[config.mk]
export PLATFORM = sky130hd
export DESIGN_NAME = wb_ram_burst_flat
export DESIGN_NICKNAME = d
export VERILOG_FILES = /design/src/rtl/wb_ram_burst_if.sv /design/src/rtl/wb_ram_burst.sv /design/src/flat_wrapper.sv
export SDC_FILE = /design/constraint.sdc
export NUM_CORES = 2
export LEC_CHECK = 0
export CAP_MARGIN = 20
export CORE_MARGIN = 4
export CORE_UTILIZATION = 58
export DETAILED_ROUTE_END_ITERATION = 16
export PLACE_DENSITY = 0.78
export SLEW_MARGIN = 20
export SYNTH_ARGS = -nofsm -noshare
export SYNTH_HDL_FRONTEND = slang
export SYNTH_SLANG_ARGS = --single-unit
export TNS_END_PERCENT = 50
[constraint.sdc]
create_clock -name wb_clk_i -period 9.25 [get_ports wb_clk_i]
set_clock_uncertainty 0.15 [all_clocks]
set_input_delay 1.3875 -clock wb_clk_i [delete_from_list [all_inputs] [get_ports wb_clk_i]]
set_output_delay 1.3875 -clock wb_clk_i [all_outputs]
set_load 0.01 [all_outputs]
[src/rtl/wb_ram_burst_if.sv]
// Wishbone bus bundle for the burst RAM slave: master drives the request side,
// slave returns registered data and ack/err.
interface wb_ram_burst_if #(
    parameter int DW = 8,
    parameter int AW = 8
);
    logic            wb_cyc_i;
    logic            wb_stb_i;
    logic            wb_we_i;
    logic [AW-1:0]   wb_addr_i;
    logic [DW/8-1:0] wb_sel_i;
    logic [2:0]      wb_cti_i;
    logic [DW-1:0]   wb_dat_i;
    logic [DW-1:0]   wb_dat_o;
    logic            wb_ack_o;
    logic            wb_err_o;

    modport master (
        output wb_cyc_i, wb_stb_i, wb_we_i, wb_addr_i, wb_sel_i, wb_cti_i, wb_dat_i,
        input  wb_dat_o, wb_ack_o, wb_err_o
    );

    modport slave (
        input  wb_cyc_i, wb_stb_i, wb_we_i, wb_addr_i, wb_sel_i, wb_cti_i, wb_dat_i,
        output wb_dat_o, wb_ack_o, wb_err_o
    );
endinterface

[src/rtl/wb_ram_burst.sv]
// Parametrised Wishbone slave RAM with byte lanes, registered ack/err,
// incrementing bursts through an internal pointer and out-of-range error.
module wb_ram_burst #(
    parameter int DW    = 8,
    parameter int AW    = 8,
    parameter int DEPTH = 256
) (
    input  logic           wb_clk_i,
    input  logic           wb_rst_i,
    wb_ram_burst_if.slave  bus
);
    localparam int LANES = DW / 8;
    localparam logic [AW:0] DEPTH_W = DEPTH[AW:0];
    localparam logic [2:0] CTI_INC = 3'b010;
    localparam logic [2:0] CTI_EOB = 3'b111;

    typedef enum logic [1:0] {IDLE, SINGLE, BURST, ERR} state_t;

    state_t        state;
    logic [AW-1:0] ptr;
    logic [AW-1:0] nxt;
    logic [AW:0]   inc;
    logic          req;
    logic          wr_en;
    logic [DW-1:0] mem [DEPTH];

    assign req = bus.wb_cyc_i & bus.wb_stb_i;
    assign inc = {1'b0, ptr} + (AW+1)'(1);
    // Wrap silently at DEPTH, which need not be a power of two.
    assign nxt = (inc == DEPTH_W) ? '0 : inc[AW-1:0];
    // ack is only ever high in SINGLE/BURST, so req & ack marks a completing beat.
    assign wr_en = wb_rst_i & req & bus.wb_ack_o & bus.wb_we_i;

    always_ff @(posedge wb_clk_i or negedge wb_rst_i) begin
        if (!wb_rst_i) begin
            state        <= IDLE;
            ptr          <= '0;
            bus.wb_ack_o <= 1'b0;
            bus.wb_err_o <= 1'b0;
            bus.wb_dat_o <= '0;
        end else begin
            unique case (state)
                IDLE: begin
                    if (req) begin
                        if ({1'b0, bus.wb_addr_i} >= DEPTH_W) begin
                            bus.wb_err_o <= 1'b1;
                            state        <= ERR;
                        end else begin
                            ptr          <= bus.wb_addr_i;
                            bus.wb_ack_o <= 1'b1;
                            if (!bus.wb_we_i) bus.wb_dat_o <= mem[bus.wb_addr_i];
                            state <= (bus.wb_cti_i == CTI_INC) ? BURST : SINGLE;
                        end
                    end
                end
                SINGLE: begin
                    bus.wb_ack_o <= 1'b0;
                    state        <= IDLE;
                end
                BURST: begin
                    // Dropped cyc or stb both end the burst without a commit.
                    if (!req) begin
                        bus.wb_ack_o <= 1'b0;
                        state        <= IDLE;
                    end else begin
                        ptr <= nxt;
                        if (!bus.wb_we_i) bus.wb_dat_o <= mem[nxt];
                        if (bus.wb_cti_i == CTI_EOB) begin
                            bus.wb_ack_o <= 1'b0;
                            state        <= IDLE;
                        end
                    end
                end
                ERR: begin
                    bus.wb_err_o <= 1'b0;
                    state        <= IDLE;
                end
                default: state <= IDLE;
            endcase
        end
    end

    always_ff @(posedge wb_clk_i) begin
        if (wr_en) begin
            for (int l = 0; l < LANES; l++) begin
                if (bus.wb_sel_i[l]) mem[ptr][l*8 +: 8] <= bus.wb_dat_i[l*8 +: 8];
            end
        end
    end
endmodule

[src/flat_wrapper.sv]
// flat-port wrapper written by rule: the top's interface ports become plain ports
module wb_ram_burst_flat 
#(
    parameter int DW    = 8,
    parameter int AW    = 8,
    parameter int DEPTH = 256
)
  (wb_clk_i, wb_rst_i, bus_wb_cyc_i, bus_wb_stb_i, bus_wb_we_i, bus_wb_addr_i, bus_wb_sel_i, bus_wb_cti_i, bus_wb_dat_i, bus_wb_dat_o, bus_wb_ack_o, bus_wb_err_o);
  wb_ram_burst_if #(.DW(DW), .AW(AW)) bus_i ();
  input  logic wb_clk_i;
  input  logic wb_rst_i;
  input wire logic [$bits(bus_i.wb_cyc_i)-1:0] bus_wb_cyc_i;
  input wire logic [$bits(bus_i.wb_stb_i)-1:0] bus_wb_stb_i;
  input wire logic [$bits(bus_i.wb_we_i)-1:0] bus_wb_we_i;
  input wire logic [$bits(bus_i.wb_addr_i)-1:0] bus_wb_addr_i;
  input wire logic [$bits(bus_i.wb_sel_i)-1:0] bus_wb_sel_i;
  input wire logic [$bits(bus_i.wb_cti_i)-1:0] bus_wb_cti_i;
  input wire logic [$bits(bus_i.wb_dat_i)-1:0] bus_wb_dat_i;
  output wire logic [$bits(bus_i.wb_dat_o)-1:0] bus_wb_dat_o;
  output wire logic [$bits(bus_i.wb_ack_o)-1:0] bus_wb_ack_o;
  output wire logic [$bits(bus_i.wb_err_o)-1:0] bus_wb_err_o;
  assign bus_i.wb_cyc_i = bus_wb_cyc_i;
  assign bus_i.wb_stb_i = bus_wb_stb_i;
  assign bus_i.wb_we_i = bus_wb_we_i;
  assign bus_i.wb_addr_i = bus_wb_addr_i;
  assign bus_i.wb_sel_i = bus_wb_sel_i;
  assign bus_i.wb_cti_i = bus_wb_cti_i;
  assign bus_i.wb_dat_i = bus_wb_dat_i;
  assign bus_wb_dat_o = bus_i.wb_dat_o;
  assign bus_wb_ack_o = bus_i.wb_ack_o;
  assign bus_wb_err_o = bus_i.wb_err_o;
  wb_ram_burst #(.DW(DW), .AW(AW), .DEPTH(DEPTH)) u_core (.wb_clk_i(wb_clk_i), .wb_rst_i(wb_rst_i), .bus(bus_i));
endmodule
==> results.ini <==
[power_and_ir_drop]
power.leakage_uw = 0.0322
ir_drop_mv = 0.906
cellPowerDensity_mw_per_mm2 = 278
finalPower_uw = 29300

[logic_synthesis]
synth_cell_type_count = 66
yosys_warnings = 0
netlist_instances = 4925
ys.flop_type = edfxtp_1
synth-edff-count = 2048
netlist_area_sq_mm = 0.0964
synth_seq_cells = 2067
synth_area_per_cell_sq_um = 19.6
ys_async_sr_fraction = 0.00919
synth_fp_nets = 4958
ys_seq_area_frac = 0.643

[floorplanning]
die_y_microns = 416
io_pins = 35
die_x_microns = 416
start_util = 0.584
rows = 149
core_area_sq_mm = 0.165
dieArea_sq_mm = 0.173

[detailed_routing]
viasPerCell = 7.86
drtIter0Drc = 10177
drtPass1Iterations = 9
ant_nets = 0
vias = 57018
totalWireLength_microns = 289000
wl_per_cell_microns = 39.8
drc = 0

[final_layout]
nNetsFinal = 4907
drive_gt1_frac = 0.308
post-route-util = 0.638
layout_common_cells = 2048 x edfxtp_1, 1089 x mux4_2, 299 x nor2_1, 296 x nand2_1, 200 x clkbuf_16
area_delta_synth_final_pct = 9.20
fin_cells = 7257
final_common_cell = edfxtp_1

[clock_network]
clk_pin_slew_ns = 0.07
cts_buffer_depth = 3
ctsResizeCount = 0
postCtsSetupRepairBufs = 0
htreeDepth = 4
cts_tree = yes
cts_buffers = 199
clock_sinks = 2067
cts_root_buf = clkbuf_16
worst_skew_pair.late_latency_ns = 0.87
hold_buffers = 0

[sta]
setup_tns_ns = 0
rsz0062_at_grt = false
clock.fmax_mhz = 162
final_max_slew_viol_count = 0
slew-limit-headroom = 0.139
setup_violations = 0
period_needed_ns = 6.18
timing.final.crit_share = 0.668
final_hold_viol_count = 0
worst_slack_ns = 3.07
worstMarginPinSlew_ns = 1.29

[place]
dp_slack_ns = 3.46
dp_cells = 6862
gp_congestion = 0.968
dp_hpwl_microns = 179000
port_buffers = 33

[grt]
gr-total-overflow = 0
grt_pass1_wl_microns = 412000
grt_max_degree = 147
antenna_found_initial = 19
grt_pass1_vias = 55231
grt_usage = 0.334

[setup_path]
worstSetupPathType = reg2reg
cp-start-kind = flip-flop
endpoint_kind = flip-flop
arrival_ns = 6.71
cp.required_ns = 9.79
critPathMaxFanout = 120

[hold_path]
hold_class = reg2reg

[flow_run]
maxCapViolCount = 0

[status]
status = finished, final reports clean

-- state kept, by name, summed over array words and instances (netlist names) --
signal / cells
u_core.bus.wb_ack_o: 1
u_core.state: 2
u_core.ptr: 8
u_core.bus.wb_dat_o: 8
u_core.mem: 2048
-- cells in the mapped netlist, drive strengths merged (5+ instances only) --
cell | instances | area share
nand4 | 13 | 0.00091
o311ai | 5 | 0.00045
nand3 | 77 | 0.0040
a211o | 9 | 0.00082
nand2b | 5 | 0.00032
and3 | 15 | 0.00097
a31oi | 27 | 0.0018
or4 | 6 | 0.00047
nor2b | 10 | 0.00065
a21oi | 84 | 0.0044
o21ai | 26 | 0.0014
o22ai | 32 | 0.0021
ha | 8 | 0.0010
nor4 | 11 | 0.00071
a211oi | 18 | 0.0014
clkbuf | 144 | 0.0056
dfrtp | 19 | 0.0049
a311oi | 7 | 0.00064
a32oi | 13 | 0.0012
a22oi | 112 | 0.0087
edfxtp | 2048 | 0.64
buf | 259 | 0.016
mux4 | 1089 | 0.25
a22o | 62 | 0.0056
nor2 | 306 | 0.012
nand2 | 301 | 0.012
o221ai | 7 | 0.00064
inv | 6 | 0.00023
mux2i | 65 | 0.0068
nor3 | 19 | 0.00099
a221oi | 55 | 0.0050
a21o | 8 | 0.00062
-- per-stage QoR --
| step | hold slack, ns | instance area [sq um] |
|---|---|---|
| floorplan | 0.398 | 96400 |
| global placement | 0.456 | 98600 |
| detailed placement | 0.491 | 98600 |
| CTS | 0.493 | 105000 |
| global route | 0.526 | 105000 |
| finish | 0.492 | 105000 |
-- final timing paths --
| check | cells after the start | endpoint | slack (ns) | from |
|---|---|---|---|---|
| max in group asynchronous | 2 | u_core.ptr[0] | 7.82 | wb_rst_i |
| worst min register to register | 2 | u_core.state[1] | 0.49 | u_core.state[1] |
| worst min-delay path | 2 | u_core.state[1] | 0.49 | u_core.state[1] |
| min in group asynchronous | 2 | u_core.state[0] | 0.79 | wb_rst_i |
| worst max-delay path | 11 | u_core.bus.wb_dat_o[0] | 3.07 | u_core.ptr[0] |
| worst max register to register | 11 | u_core.bus.wb_dat_o[0] | 3.07 | u_core.ptr[0] |
-- final cells by class --
class	instances	area (sq um)
Sequential cell	2067	62000
Tap cell	2189	2740
Antenna cell	26	65.1
Multi-Input combinational cell	2448	32500
Inverter	7	26.3
Fill cell	10638	59700
Timing Repair Buffer	151	1400
Clock buffer	234	5130
Clock inverter	135	1430
-- worst max-delay path: stages (launching register included) --
cell and delay (ns):
dfrtp_4 0.91, ha_1 0.61, xor2_4 0.28, buf_12 0.43, buf_4 0.72, mux4_2 0.41, mux2i_1 0.30, o22ai_1 0.15
nor4_1 0.97, a21oi_1 0.31, o311ai_1 0.19, a32oi_1 0.13
-- metal layers --
layer	global-route usage	wire (microns)	vias up
met5	0.00667	84	-
met4	0.167	17300	10
met3	0.118	44200	958
met2	0.492	131000	5530
met1	0.448	96200	29363
li1	-	-	21157
-- power breakdown --
group	leakage [uW]	switching, uW	internal, uW	total, uW
registers	0.0186	168	10300	10500
clock network	0.00318	3630	4680	8310
logic	0.0104	6420	4070	10500
-- cells by family after synthesis --
| group | after synthesis | share of synthesized area |
|---|---|---|
| AND/OR/NAND/NOR | 780 | 0.0339 |
| adder cells (fa/ha/maj) | 8 | 0.00104 |
| other | 1 | 0.0000389 |
| XOR/XNOR | 7 | 0.000714 |
| multiplexers | 1158 | 0.262 |
| flip-flops | 2067 | 0.643 |
| AO/OA/AOI/OAI | 494 | 0.0374 |
| buffers and inverters | 410 | 0.0222 |
No activity file was read; power rests on OpenSTA's default activity.
